--- src/rtl/program_loader_pkg.sv ---
// program_loader_pkg: shared definitions for the instruction-memory loader.
// Contents: loader FSM state encoding, the HALT instruction word, and helpers
// that derive memory capacity in words and the width of the word counter.
package program_loader_pkg;

  typedef enum logic [1:0] {
    ST_IDLE = 2'd0,
    ST_LOAD = 2'd1,
    ST_DONE = 2'd2
  } state_t;

  localparam logic [31:0] HALT_WORD = 32'hFFFF_FFFF;

  // Memory capacity in instruction words.
  function automatic int calc_words(input int cells, input int inst_bits, input int nbits);
    return cells / (inst_bits / nbits);
  endfunction

  // The counter must be able to hold the value WORDS itself (memory full).
  function automatic int wc_width(input int words);
    return $clog2(words) + 1;
  endfunction

endpackage

--- src/rtl/program_loader_byte_packer.sv ---
// byte_packer: assembles NBITS-wide bytes into one INST_BITS-wide word,
// first byte received landing in the most significant position.
// Ports:
//   i_clk, i_rst   clock, synchronous active-high reset
//   i_clr          discard any partially assembled word
//   i_byte_vld     i_byte is valid this cycle
//   i_byte         received byte
//   o_word         last completed word, held until the next word completes
//   o_word_vld     one-cycle strobe, the cycle after the final byte arrives
module byte_packer #(
  parameter int NBITS     = 8,
  parameter int INST_BITS = 32
) (
  input  logic                 i_clk,
  input  logic                 i_rst,
  input  logic                 i_clr,
  input  logic                 i_byte_vld,
  input  logic [NBITS-1:0]     i_byte,
  output logic [INST_BITS-1:0] o_word,
  output logic                 o_word_vld
);

  localparam int BPW   = INST_BITS / NBITS;
  localparam int IDX_W = $clog2(BPW);

  logic [IDX_W-1:0]     idx_p0;
  logic [INST_BITS-1:0] shift_p0;
  logic [INST_BITS-1:0] shift_nxt;
  logic                 last_byte;
  logic [INST_BITS-1:0] word_p1;
  logic                 vld_p1;

  assign shift_nxt = {shift_p0[INST_BITS-NBITS-1:0], i_byte};
  assign last_byte = i_byte_vld && (idx_p0 == IDX_W'(BPW - 1));

  // ---- stage p0: byte index and shift register ----
  always_ff @(posedge i_clk) begin
    if (i_rst || i_clr) begin
      idx_p0 <= '0;
    end else if (i_byte_vld) begin
      idx_p0 <= last_byte ? '0 : idx_p0 + 1'b1;
    end
  end

  always_ff @(posedge i_clk) begin
    if (i_byte_vld) begin
      shift_p0 <= shift_nxt;
    end
  end

  // ---- stage p1: completed word and its strobe ----
  always_ff @(posedge i_clk) begin
    if (i_rst || i_clr) begin
      vld_p1 <= 1'b0;
    end else begin
      vld_p1 <= last_byte;
    end
  end

  // The word register resets to zero so the memory data bus is quiet after reset.
  always_ff @(posedge i_clk) begin
    if (i_rst) begin
      word_p1 <= '0;
    end else if (last_byte) begin
      word_p1 <= shift_nxt;
    end
  end

  assign o_word     = word_p1;
  assign o_word_vld = vld_p1;

endmodule

--- src/rtl/program_loader.sv ---
// program_loader: loads the big-endian instruction memory from a UART byte
// stream and shares the memory address port with the CPU fetch PC.
// Ports:
//   i_clk, i_rst          clock, synchronous active-high reset
//   i_start               begin a load (honoured in IDLE or DONE)
//   i_rx_data/i_rx_valid  received byte and its one-cycle strobe
//   i_pc                  CPU fetch address, drives memory outside a load
//   o_mem_addr/data/wr_en instruction memory address, write data, write enable
//   o_loading             load in progress, CPU must stall
//   o_done                load finished
//   o_overflow            load ended because memory filled without HALT
//   o_word_count          words written in the current or last load
module program_loader
  import program_loader_pkg::*;
#(
  parameter int NBITS     = 8,
  parameter int INST_BITS = 32,
  parameter int CELLS     = 256
) (
  input  logic                 i_clk,
  input  logic                 i_rst,
  input  logic                 i_start,
  input  logic [NBITS-1:0]     i_rx_data,
  input  logic                 i_rx_valid,
  input  logic [INST_BITS-1:0] i_pc,
  output logic [INST_BITS-1:0] o_mem_addr,
  output logic [INST_BITS-1:0] o_mem_data,
  output logic                 o_mem_wr_en,
  output logic                 o_loading,
  output logic                 o_done,
  output logic                 o_overflow,
  output logic [wc_width(calc_words(CELLS, INST_BITS, NBITS))-1:0] o_word_count
);

  localparam int WORDS   = calc_words(CELLS, INST_BITS, NBITS);
  localparam int WC_W    = wc_width(WORDS);
  localparam int ADDR_SH = $clog2(INST_BITS / NBITS);

  state_t               state_q;
  state_t               state_nxt;
  logic                 in_load;
  logic                 start_acc;
  logic [INST_BITS-1:0] pk_word;
  logic                 pk_vld;
  logic                 wr_en;
  logic                 is_halt;
  logic                 last_slot;
  logic [WC_W-1:0]      wcnt_q;
  logic                 ovf_q;
  logic [INST_BITS-1:0] wr_addr;

  assign in_load   = (state_q == ST_LOAD);
  assign start_acc = i_start && !in_load;
  assign wr_en     = pk_vld && in_load;
  assign is_halt   = (pk_word == INST_BITS'(HALT_WORD));
  assign last_slot = (wcnt_q == WC_W'(WORDS - 1));
  assign wr_addr   = INST_BITS'(wcnt_q) << ADDR_SH;

  byte_packer #(
    .NBITS    (NBITS),
    .INST_BITS(INST_BITS)
  ) u_packer (
    .i_clk     (i_clk),
    .i_rst     (i_rst),
    .i_clr     (start_acc),
    .i_byte_vld(i_rx_valid && in_load),
    .i_byte    (i_rx_data),
    .o_word    (pk_word),
    .o_word_vld(pk_vld)
  );

  // ---- state register ----
  always_ff @(posedge i_clk) begin
    if (i_rst) begin
      state_q <= ST_IDLE;
    end else begin
      state_q <= state_nxt;
    end
  end

  // The terminating write happens while still in LOAD; DONE follows one cycle later.
  always_comb begin
    state_nxt = state_q;
    case (state_q)
      ST_IDLE, ST_DONE: if (i_start) state_nxt = ST_LOAD;
      ST_LOAD:          if (wr_en && (is_halt || last_slot)) state_nxt = ST_DONE;
      default:          state_nxt = ST_IDLE;
    endcase
  end

  // ---- word counter and overflow flag ----
  always_ff @(posedge i_clk) begin
    if (i_rst || start_acc) begin
      wcnt_q <= '0;
      ovf_q  <= 1'b0;
    end else if (wr_en) begin
      wcnt_q <= wcnt_q + 1'b1;
      if (last_slot && !is_halt) ovf_q <= 1'b1;
    end
  end

  // ---- outputs and address mux ----
  always_comb begin
    o_loading    = in_load;
    o_done       = (state_q == ST_DONE);
    o_overflow   = ovf_q;
    o_word_count = wcnt_q;
    o_mem_wr_en  = wr_en;
    o_mem_data   = pk_word;
    o_mem_addr   = in_load ? wr_addr : i_pc;
  end

endmodule

--- config.mk ---
export PLATFORM = sky130hd
export DESIGN_NAME = program_loader
export DESIGN_NICKNAME = d
export VERILOG_FILES = /design/src/rtl/program_loader_pkg.sv /design/src/rtl/program_loader_byte_packer.sv /design/src/rtl/program_loader.sv
export SDC_FILE = /design/constraint.sdc
export NUM_CORES = 1
export LEC_CHECK = 0
export CAP_MARGIN = 10
export CORE_ASPECT_RATIO = 0.8
export CORE_UTILIZATION = 38
export DETAILED_ROUTE_END_ITERATION = 6
export GPL_ROUTABILITY_DRIVEN = 0
export PLACE_DENSITY = 0.84
export SETUP_SLACK_MARGIN = 0.2
export SYNTH_ARGS = -nofsm -noshare
export SYNTH_HDL_FRONTEND = slang
export SYNTH_SLANG_ARGS = --single-unit
--- constraint.sdc ---
create_clock -name i_clk -period 1.7 [get_ports i_clk]
set_clock_uncertainty 0.1 [all_clocks]
set_input_delay 0.255 -clock i_clk [delete_from_list [all_inputs] [get_ports i_clk]]
set_output_delay 0.255 -clock i_clk [all_outputs]
set_load 0.01 [all_outputs]
# Yosys cells after proc, flatten, opt, wreduce, memory -nomap -nowiden
# Index checks and enable logic that the tools add are counted.
# op_classes
addsub	2
eq_ne	7
n_mux	5
reduce_logical	14
# op_table
cell	count
== test 32 bit, second input constant	1
two-way mux 32 bit	1
adder 7 x 1 -> 7 bit, second input constant	1
== test 7 x 6 -> 1 bit, second input constant	1
logical AND 1 bit	6
two-way mux 2 bit	3
== test 2 bit, second input constant	2
one-hot mux 2 bit (2 select lines)	1
AND reduction 2 bit	2
adder 2 x 1 -> 2 bit, second input constant	1
== test 2 x 1 -> 1 bit, second input constant	1
logical NOT 1 bit	2
logical NOT 2 bit	1
logical OR 1 bit	2
!= test 2 x 1 -> 1 bit, second input constant	1
!= test 2 bit, second input constant	1
OR reduction 2 bit	1
# totals
regBits	69
inputBits	44
out_inout_bits	75
wordCells	35

# Depth between registers and ports, before layout
# Gate-level depths: netlist of the first run.
# depth
ltp_word	5
ltp_mapped	8

# Hierarchy
# A second synthesis of the first run with hierarchy kept.
# hier_totals
hier_cells	298
hier_area_um2	3021.6
# modules_own_cells
module	instances	cells_each	area_each_um2
byte_packer	1	181	2212.1
program_loader	1	117	809.5

# Worst setup path after synthesis of the first run
# No wires, ideal clock.
# synth_path
path_kind	register to register
from	reg state_q[1]
to	reg u_packer.shift_p0[0], enable pin
setup_ns	0.379
arrival_ns	1.198
slack_ns	0.024
path_stages_with_launch	6
cell_sequence	dfxtp_1 nand2b_1 buf_2 inv_2 nand2_1 inv_1
# synth_between
elab_chain_cells	2
# synth_lines
element	line_no	source
start: declaration	program_loader.sv:39	state_t state_q;
start signal: assignment	program_loader.sv:77	state_q <= state_nxt;
== test 2 x 1 -> 1 bit	program_loader.sv:52	assign in_load = (state_q == ST_LOAD);
logical AND 1 bit	program_loader.sv:66	.i_byte_vld(i_rx_valid && in_load),
named net u_packer.i_byte_vld	program_loader_byte_packer.sv:17	input logic i_byte_vld,
end signal: assignment	program_loader_byte_packer.sv:47	shift_p0 <= shift_nxt;
end: declaration	program_loader_byte_packer.sv:27	logic [INST_BITS-1:0] shift_p0;
# The timed path passes the listed nets, and every way through them passes these cells.
# A chain may end at the register's enable or synchronous reset.

# Worst setup path after layout of the first run
# layout_path
from	reg state_q[1]
to	reg u_packer.word_p1[17] (netlist: u_packer.o_word[17])
# layout_between
elab_chain_cells	3
# layout_lines
element	line_no	source
== test 2 x 1 -> 1 bit	program_loader.sv:52	
logical AND 1 bit	program_loader.sv:66	
logical AND 1 bit	program_loader_byte_packer.sv:34	assign last_byte = i_byte_vld && (idx_p0 == IDX_W'(BPW - 1));
end signal: assignment	program_loader_byte_packer.sv:65	word_p1 <= shift_nxt;
end: declaration	program_loader_byte_packer.sv:30	logic [INST_BITS-1:0] word_p1;
# No other way between the ends.

==> metrics.txt, run 1 <==
# TYPE chip_impl_metric gauge
chip_impl_info{name="outcome",value="finished with violations"} 1
chip_impl_info{name="failed_checks",value="negative setup slack"} 1
chip_impl_metric{name="final.min_clock_period",unit="ns"} 1.79
chip_impl_info{name="rsz0062_at_grt",value="true"} 1
chip_impl_metric{name="timing.final.max_slew_violations",unit=""} 0
chip_impl_metric{name="fp.dieH",unit="um"} 77.7
chip_impl_metric{name="overflow",unit=""} 0
chip_impl_metric{name="reg2reg_setup_slack",unit="ns"} -0.09
chip_impl_metric{name="yosysTopAreaCellShare",unit="%"} 33.1
chip_impl_metric{name="drtIter0Drc",unit=""} 268
chip_impl_metric{name="worst_slew_margin_rel",unit="%"} 75.5
chip_impl_metric{name="average_via_count_per_standard_cell",unit=""} 5.72
chip_impl_metric{name="fin_crit_sh",unit="%"} 105
chip_impl_metric{name="ir_worst_vdd",unit="uV"} 881
chip_impl_metric{name="power_per_cell_area",unit="nW/um^2"} 790
chip_impl_metric{name="x_dimension_of_the_die",unit="um"} 96.7
chip_impl_metric{name="syn_avg_cell_area",unit="sq um"} 9.24
chip_impl_metric{name="cts_max_level",unit=""} 3
chip_impl_metric{name="final-instance-count-excl-fill",unit=""} 540
chip_impl_metric{name="critical_path_peak_fanout",unit=""} 9
chip_impl_metric{name="grt_pass1_vias",unit=""} 2774
chip_impl_metric{name="worst-endpoint-required",unit="ns"} 1.84
chip_impl_metric{name="start_util",unit="%"} 39.3
chip_impl_metric{name="cts_sinks",unit=""} 69
chip_impl_info{name="timing.setup.critical_path_class",value="register to register"} 1
chip_impl_metric{name="cp.arrival",unit="ns"} 1.93
chip_impl_metric{name="yosys_warnings",unit=""} 0
chip_impl_info{name="cp-end-kind",value="register"} 1
chip_impl_metric{name="fillerInstances",unit=""} 428
chip_impl_metric{name="io_pins",unit=""} 119
chip_impl_metric{name="final_core_util",unit="%"} 74.6
chip_impl_metric{name="syn_to_final_growth",unit="%"} 89.5
chip_impl_metric{name="setup_ws",unit="ns"} -0.0924
chip_impl_info{name="mostFrequentLayoutCells",value="sky130_fd_sc_hd__nand2_1, sky130_fd_sc_hd__clkdlybuf4s50_1, sky130_fd_sc_hd__dlygate4sd2_1"} 1
chip_impl_metric{name="worst_setup_hold_path_clk_slew",unit="ns"} 0.08
chip_impl_metric{name="dpl.cell_count",unit=""} 493
chip_impl_metric{name="detail_route.first_pass.iterations",unit=""} 6
chip_impl_metric{name="final-setup-viol-count",unit=""} 76
chip_impl_metric{name="count_of_cells_along_the_worst_register_to_register_path",unit=""} 9
chip_impl_metric{name="antenna_left",unit=""} 0
chip_impl_metric{name="leakagePower",unit="nW"} 2.14
chip_impl_metric{name="min_path_cells",unit=""} 2
chip_impl_metric{name="placed_wire_length_estimate_after_detailed_placement",unit="um"} 5280
chip_impl_metric{name="finalHoldViolCount",unit=""} 0
chip_impl_metric{name="place_worst_setup_slack",unit="ns"} -0.0821
chip_impl_metric{name="nNetsFinal",unit=""} 494
chip_impl_metric{name="design_power",unit="mW"} 4.08
chip_impl_metric{name="postSynthRegisterBits",unit=""} 69
chip_impl_metric{name="n_antenna_cell",unit=""} 0
chip_impl_metric{name="multiInputGateArea",unit="sq um"} 1360
chip_impl_metric{name="number_of_distinct_library_cells_after_synthesis",unit=""} 30
chip_impl_info{name="synth_largest_area_cell",value="sky130_fd_sc_hd__dfxtp_1"} 1
chip_impl_metric{name="layout-drive-gt1-share",unit="%"} 48.8
chip_impl_metric{name="totalWireLength",unit="um"} 11300
chip_impl_metric{name="postSynthNetCount",unit=""} 341
chip_impl_info{name="ys_top_cells_by_area",value="sky130_fd_sc_hd__dfxtp_1, sky130_fd_sc_hd__edfxtp_1, sky130_fd_sc_hd__nand2_1"} 1
chip_impl_metric{name="num_vias",unit=""} 3089
chip_impl_metric{name="port_buffers",unit=""} 118
chip_impl_info{name="clock-root-buffer",value="sky130_fd_sc_hd__clkbuf_8"} 1
chip_impl_metric{name="holdWs",unit="ns"} 0.351
chip_impl_metric{name="cts_buffers",unit=""} 9
chip_impl_metric{name="synth_area",unit="sq um"} 2730
chip_impl_metric{name="die_area",unit="sq um"} 7520
chip_impl_info{name="cts_tree",value="yes"} 1
chip_impl_metric{name="antenna_violations_before_repair",unit=""} 0
chip_impl_metric{name="clockBufferDepth",unit=""} 2
chip_impl_metric{name="drc",unit=""} 0
chip_impl_metric{name="placementRows",unit=""} 27
chip_impl_info{name="layout.cells.most_common",value="sky130_fd_sc_hd__nand2_1"} 1
chip_impl_metric{name="grt_start_max_net_pins",unit=""} 35
chip_impl_metric{name="route.detailed.wl_per_inst",unit="um"} 21.0
chip_impl_metric{name="postCtsHoldBufs",unit=""} 0
chip_impl_metric{name="clk-insertion-delay-late",unit="ns"} 0.35
chip_impl_metric{name="seq_area_frac_synth",unit="%"} 59.5
chip_impl_metric{name="syn-instance-count",unit=""} 295
chip_impl_metric{name="max_cap_viol_count",unit=""} 0
chip_impl_metric{name="global_route_wire_length_before_repair",unit="um"} 14000
chip_impl_info{name="worst_min_delay_path_class",value="register to register"} 1
chip_impl_metric{name="max_freq",unit="GHz"} 0.558
chip_impl_metric{name="core_region_area",unit="sq um"} 6930
chip_impl_metric{name="gr-usage-all-layers",unit="%"} 24.1
chip_impl_metric{name="final-seq-area",unit="sq um"} 1670
chip_impl_metric{name="timing_worst_slew_pin_value",unit="ns"} 0.367
chip_impl_info{name="setup.worst_path.start_class",value="register"} 1
## cell usage after synthesis
library cell / instances
sky130_fd_sc_hd__nand4b_1: 1
sky130_fd_sc_hd__or2_2: 1
sky130_fd_sc_hd__inv_1: 5
sky130_fd_sc_hd__o221a_1: 1
sky130_fd_sc_hd__buf_2: 6
sky130_fd_sc_hd__or4_1: 1
sky130_fd_sc_hd__o21ai_0: 4
sky130_fd_sc_hd__nand3b_1: 1
sky130_fd_sc_hd__clkbuf_1: 11
sky130_fd_sc_hd__a21o_1: 1
sky130_fd_sc_hd__a211oi_2: 1
sky130_fd_sc_hd__or3_1: 4
sky130_fd_sc_hd__nand3_1: 3
sky130_fd_sc_hd__xnor2_1: 1
sky130_fd_sc_hd__xor2_1: 2
sky130_fd_sc_hd__ha_1: 2
sky130_fd_sc_hd__a21oi_1: 41
sky130_fd_sc_hd__edfxtp_1: 24
sky130_fd_sc_hd__nand4_1: 9
sky130_fd_sc_hd__nor3_1: 2
sky130_fd_sc_hd__or4_4: 1
sky130_fd_sc_hd__nor2b_1: 1
sky130_fd_sc_hd__nand2_1: 92
sky130_fd_sc_hd__nor2_1: 5
sky130_fd_sc_hd__and3_1: 1
sky130_fd_sc_hd__o221ai_1: 1
sky130_fd_sc_hd__and2_1: 25
sky130_fd_sc_hd__nand2b_1: 2
sky130_fd_sc_hd__dfxtp_1: 45
sky130_fd_sc_hd__inv_2: 1
## stage by stage
step / TNS [ns] / area [sq um]
6_report: -2.45 / 5160
5_1_grt: -5.22 / 5160
4_1_cts: -0.856 / 4520
3_5_place_dp: -0.494 / 4120
3_3_place_gp: -0.376 / 4120
2_1_floorplan: 0 / 2760
## logic make-up (layout without fill, tap and decap cells)
| logic type | after synthesis | after routing | synth area share (%) |
|---|---|---|---|
| compound gates | 49 | 50 | 9.73 |
| xor+xnor | 3 | 3 | 0.964 |
| fa+ha+maj | 2 | 2 | 0.918 |
| buf+inv | 23 | 180 | 3.44 |
| flops | 69 | 69 | 59.5 |
| simple gates | 149 | 149 | 25.4 |
## repair_timing
| action | in CTS | in global routing |
|---|---|---|
| setup endpoints to repair | 137 | 104 |
| gates cloned | 6 | 5 |
| hold endpoints to repair | 0 | 0 |
| pin swaps | 16 | 35 |
| resized for setup | 222 | 124 |
| setup buffers | 8 | 12 |
## area by class of cell
type / instances / area share, %
repair buffers: 158 / 33.7
clock inverters: 6 / 2.11
clock buffers: 10 / 2.66
multi-input cells: 204 / 26.3
flip-flops and latches: 69 / 32.3
inverters: 6 / 0.751
well taps: 87 / 2.11
## critical path: stages (launching register included)
cell	delay [ns]
sky130_fd_sc_hd__dfxtp_2	0.34
sky130_fd_sc_hd__nand2b_4	0.17
sky130_fd_sc_hd__buf_8	0.16
sky130_fd_sc_hd__clkinv_8	0.08
sky130_fd_sc_hd__buf_8	0.14
sky130_fd_sc_hd__and3_4	0.21
sky130_fd_sc_hd__buf_12	0.13
sky130_fd_sc_hd__clkbuf_16	0.16
sky130_fd_sc_hd__nand2_1	0.10
sky130_fd_sc_hd__a21oi_1	0.07
## flip-flops by register name, summed over array words and instances, names as in the netlist
register and cells:
o_overflow 1, o_word_count 7, state_q 2, u_packer.idx_p0 2, u_packer.o_word 32, u_packer.o_word_vld 1, u_packer.shift_p0 24
## where the power goes
group          internal [mW]  switching [mW]
registers               1.74          0.0214
clock network           1.01           0.651
logic                  0.385           0.270
total                   3.14           0.942
## layer usage
layer	global-route usage [%]	routed length [um]	vias to the layer above
met4	9.55	634	0
met3	6.31	1210	66
met2	41.2	5480	249
met1	28.9	4020	1467
met5	0	0	-
li1	-	-	1307
## worst paths after layout
kind	from	endpoint
setup / recovery	state_q[1]	u_packer.o_word[17]
hold reg to reg	o_overflow	o_overflow
setup reg to reg	state_q[1]	u_packer.o_word[17]
hold / removal	o_overflow	o_overflow
Note: power is estimated with default switching activity, not from simulation.
==> run 2, diff against run 1 <==
--- a/config.mk
+++ b/config.mk
@@ -5,9 +5,10 @@
 export SDC_FILE = /design/constraint.sdc
 export NUM_CORES = 1
 export LEC_CHECK = 0
+export ABC_AREA = 1
 export CAP_MARGIN = 10
 export CORE_ASPECT_RATIO = 0.8
-export CORE_UTILIZATION = 38
+export CORE_UTILIZATION = 39
 export DETAILED_ROUTE_END_ITERATION = 6
 export GPL_ROUTABILITY_DRIVEN = 0
 export PLACE_DENSITY = 0.84
==> metrics.txt, run 2 <==
# TYPE chip_impl_metric gauge
chip_impl_metric{name="max_freq",unit="GHz"} 0.602
chip_impl_metric{name="proportion_of_synthesized_flip_flops_having_asynchronous_set_or_reset",unit="%"} 0
chip_impl_metric{name="seq_area_frac_synth",unit="%"} 55.0
chip_impl_metric{name="placed_wire_length_estimate_after_detailed_placement",unit="um"} 5760
chip_impl_metric{name="start_util",unit="%"} 41.5
chip_impl_info{name="yosys.cell_count.top_type",value="sky130_fd_sc_hd__nand2_1"} 1
chip_impl_metric{name="fin_crit_sh",unit="%"} 97.7
chip_impl_metric{name="average_via_count_per_standard_cell",unit=""} 5.31
chip_impl_metric{name="placementRows",unit=""} 27
chip_impl_info{name="rsz0062_at_grt",value="true"} 1
chip_impl_metric{name="syn_avg_cell_area",unit="sq um"} 8.39
chip_impl_info{name="cell_type_group_with_the_largest_total_delay_on_the_critical_path",value="buffers and inverters"} 1
chip_impl_metric{name="yosysTopAreaCellShare",unit="%"} 30.6
chip_impl_info{name="reg2reg_to",value="u_packer.o_word[28]"} 1
chip_impl_info{name="layout.cells.most_common",value="sky130_fd_sc_hd__nand2_1"} 1
chip_impl_metric{name="cp.arrival",unit="ns"} 1.84
chip_impl_metric{name="fp.dieH",unit="um"} 79.7
chip_impl_metric{name="synth_area",unit="sq um"} 2950
chip_impl_metric{name="timing.final.max_slew_violations",unit=""} 0
chip_impl_info{name="slowest_stage",value="sky130_fd_sc_hd__dfxtp_2"} 1
chip_impl_info{name="worstHoldEndpoint",value="o_overflow"} 1
chip_impl_metric{name="route.detailed.wl_per_inst",unit="um"} 18.6
chip_impl_metric{name="critical_path_peak_fanout",unit=""} 8
chip_impl_metric{name="syn-instance-count",unit=""} 351
chip_impl_metric{name="cpPeakStageDelay",unit="ns"} 0.32
chip_impl_metric{name="global_route_wire_length_before_repair",unit="um"} 15900
chip_impl_metric{name="clockBufferDepth",unit=""} 2
chip_impl_metric{name="core_region_area",unit="sq um"} 7090
chip_impl_info{name="worst_min_delay_path_class",value="register to register"} 1
chip_impl_metric{name="worst_setup_hold_path_clk_slew",unit="ns"} 0.08
chip_impl_metric{name="min_path_cells",unit=""} 2
chip_impl_metric{name="totalWireLength",unit="um"} 11000
chip_impl_metric{name="nNetsFinal",unit=""} 547
chip_impl_metric{name="fillerInstances",unit=""} 463
chip_impl_info{name="synthFlopType",value="sky130_fd_sc_hd__dfxtp_1"} 1
chip_impl_info{name="hp-start",value="o_overflow"} 1
chip_impl_metric{name="grt_start_max_net_pins",unit=""} 33
chip_impl_info{name="mostFrequentLayoutCells",value="sky130_fd_sc_hd__nand2_1, sky130_fd_sc_hd__clkdlybuf4s50_1, sky130_fd_sc_hd__dlygate4sd2_1"} 1
chip_impl_metric{name="gr-usage-all-layers",unit="%"} 26.5
chip_impl_metric{name="ir_worst_vdd",unit="uV"} 540
chip_impl_metric{name="drtIter0Drc",unit=""} 182
chip_impl_info{name="synth_top_cells_by_count",value="sky130_fd_sc_hd__nand2_1, sky130_fd_sc_hd__dfxtp_1, sky130_fd_sc_hd__a21oi_1, sky130_fd_sc_hd__nor2_1, sky130_fd_sc_hd__inv_1"} 1
chip_impl_metric{name="postSynthRegisterBits",unit=""} 69
chip_impl_metric{name="final-instance-count-excl-fill",unit=""} 593
chip_impl_info{name="synth_largest_area_cell",value="sky130_fd_sc_hd__dfxtp_1"} 1
chip_impl_metric{name="clk-insertion-delay-late",unit="ns"} 0.35
chip_impl_metric{name="number_of_distinct_library_cells_after_synthesis",unit=""} 28
chip_impl_metric{name="yosys_warnings",unit=""} 0
chip_impl_metric{name="final.min_clock_period",unit="ns"} 1.66
chip_impl_metric{name="timing_worst_slew_pin_value",unit="ns"} 0.309
chip_impl_metric{name="count_of_cells_along_the_worst_register_to_register_path",unit=""} 11
chip_impl_metric{name="layout-drive-gt1-share",unit="%"} 40.3
chip_impl_info{name="setup.worst_path.start_class",value="register"} 1
chip_impl_metric{name="drc",unit=""} 0
chip_impl_metric{name="cp_num_buf_inv",unit=""} 7
chip_impl_metric{name="leakagePower",unit="nW"} 2.06
chip_impl_metric{name="die_area",unit="sq um"} 7910
chip_impl_info{name="cts_tree",value="yes"} 1
chip_impl_metric{name="io_pins",unit=""} 119
chip_impl_metric{name="finalHoldViolCount",unit=""} 0
chip_impl_info{name="worstReg2RegStart",value="state_q[1]"} 1
chip_impl_metric{name="overflow",unit=""} 0
chip_impl_info{name="critical_path_cell_by_cell",value="inv_2 -> nand2_4 -> inv_8 -> buf_6 -> buf_6 -> nand2_8 -> clkinv_8 -> buf_12 -> buf_12 -> nand3_1 -> a21oi_2"} 1
chip_impl_metric{name="port_buffers",unit=""} 118
chip_impl_metric{name="n_antenna_cell",unit=""} 0
chip_impl_metric{name="num_vias",unit=""} 3146
chip_impl_metric{name="cts_sinks",unit=""} 69
chip_impl_metric{name="postSynthNetCount",unit=""} 397
chip_impl_metric{name="grt_pass1_vias",unit=""} 3149
chip_impl_metric{name="reg2reg_setup_slack",unit="ns"} 0.04
chip_impl_info{name="outcome",value="complete, no violations"} 1
chip_impl_metric{name="worst_slew_margin_rel",unit="%"} 79.4
chip_impl_metric{name="worst-endpoint-required",unit="ns"} 1.88
chip_impl_metric{name="x_dimension_of_the_die",unit="um"} 99.2
chip_impl_metric{name="final-setup-viol-count",unit=""} 0
chip_impl_metric{name="postCtsHoldBufs",unit=""} 0
chip_impl_info{name="timing.setup.critical_path_class",value="register to register"} 1
chip_impl_metric{name="max_cap_viol_count",unit=""} 0
chip_impl_metric{name="synth_enable_flop_cells",unit=""} 24
chip_impl_metric{name="cts_buffers",unit=""} 9
chip_impl_metric{name="dpl_cell_area",unit="sq um"} 4280
chip_impl_metric{name="power_per_cell_area",unit="nW/um^2"} 718
chip_impl_metric{name="multiInputGateArea",unit="sq um"} 1520
chip_impl_metric{name="cts_max_level",unit=""} 3
chip_impl_metric{name="antenna_violations_before_repair",unit=""} 0
chip_impl_metric{name="dpl.cell_count",unit=""} 551
chip_impl_metric{name="final-seq-area",unit="sq um"} 1630
chip_impl_info{name="ys_top_cells_by_area",value="sky130_fd_sc_hd__dfxtp_1, sky130_fd_sc_hd__edfxtp_1, sky130_fd_sc_hd__nand2_1"} 1
chip_impl_metric{name="antenna_left",unit=""} 0
chip_impl_info{name="cp-end-kind",value="register"} 1
chip_impl_metric{name="finish.instance_area",unit="sq um"} 5150
chip_impl_info{name="clock-root-buffer",value="sky130_fd_sc_hd__clkbuf_8"} 1
chip_impl_metric{name="largest_reg_flops",unit=""} 32
chip_impl_metric{name="syn_to_final_growth",unit="%"} 74.8
chip_impl_metric{name="detail_route.first_pass.iterations",unit=""} 4
## run 2: cell count changes in the layout (fill, tap and decap cells not counted), sizes merged, moves of 3 or more
cell	change
and2	-25
or3	-4
nor2	+39
inv	+35
nand4	-8
o21ai	+3
nand2	-5
nand3	+33
## run 2: where the power goes
part / leakage (nW) / internal (mW) / switching, mW
Sequential: 0.588 / 1.73 / 0.0185
Combinational: 1.37 / 0.303 / 0.271
Clock: 0.104 / 0.715 / 0.662
## run 2: worst min-delay path, stage by stage, from the launching register on
cell and delay, ns:
sky130_fd_sc_hd__dfxtp_1 0.32, sky130_fd_sc_hd__inv_1 0.05, sky130_fd_sc_hd__a21oi_1 0.06
## run 2: cell families after synthesis
logic type                 count (synthesis)  share of synthesized area, %
DFF                                       69                          55.0
buffers and inverters                     59                          9.81
and+or+nand+nor                          170                          25.5
adders and majority gates                  2                         0.849
AOI/OAI and AO/OA                         51                          8.83
## run 2: per-stage QoR
step                      utilization, %  hold slack [ns]  power (mW)  TNS [ns]  worst slack (ns)
after detailed placement            60.3            0.334        2.22     -1.24           -0.0891
final                               72.6            0.380        3.70         0            0.0396
after CTS                           68.5            0.350        3.63         0            0.0716
after floorplan                        -            0.254        1.94         0             0.323
after global placement              60.3            0.336        2.22    -0.877           -0.0581
after global routing                72.6            0.376        3.80   -0.0134           -0.0134
## run 2: layout make-up
class,instances,area share (%)
Timing Repair Buffer,154,29.3
Multi-Input combinational cell,227,29.6
Tap cell,87,2.11
Clock inverter,6,1.19
Sequential cell,69,31.7
Inverter,40,3.35
Clock buffer,10,2.67
## run 2: what timing repair did
item	4_1_cts	5_1_grt
endpoints found under the hold margin	0	0
buffers inserted	11	5
cloned	10	0
endpoints found under the setup margin	109	103
pin swaps	20	25
gates resized for setup	256	73
## run 2: how the worst max path moves through the flow
stage	endpoint	cells past startpoint	startpoint	slack, ns
floorplan	o_mem_addr[22]	6	state_q[1]	0.32
CTS	o_mem_addr[4]	5	state_q[1]	0.07
global route	u_packer.o_word[28]	11	state_q[1]	-0.01
global placement	o_mem_addr[30]	4	i_pc[30]	-0.06
finish	u_packer.o_word[28]	11	state_q[1]	0.04
detailed placement	o_mem_addr[4]	4	i_pc[4]	-0.09
## run 2: layer usage
metal / track usage [%] / share of wire, % / vias to the layer above
met1: 29.8 / 38 / 1500
met5: 0 / 0 / -
met2: 46.4 / 50 / 173
met3: 7.53 / 8.5 / 27
li1: - / - / 1446
met4: 13.8 / 3.3 / 0
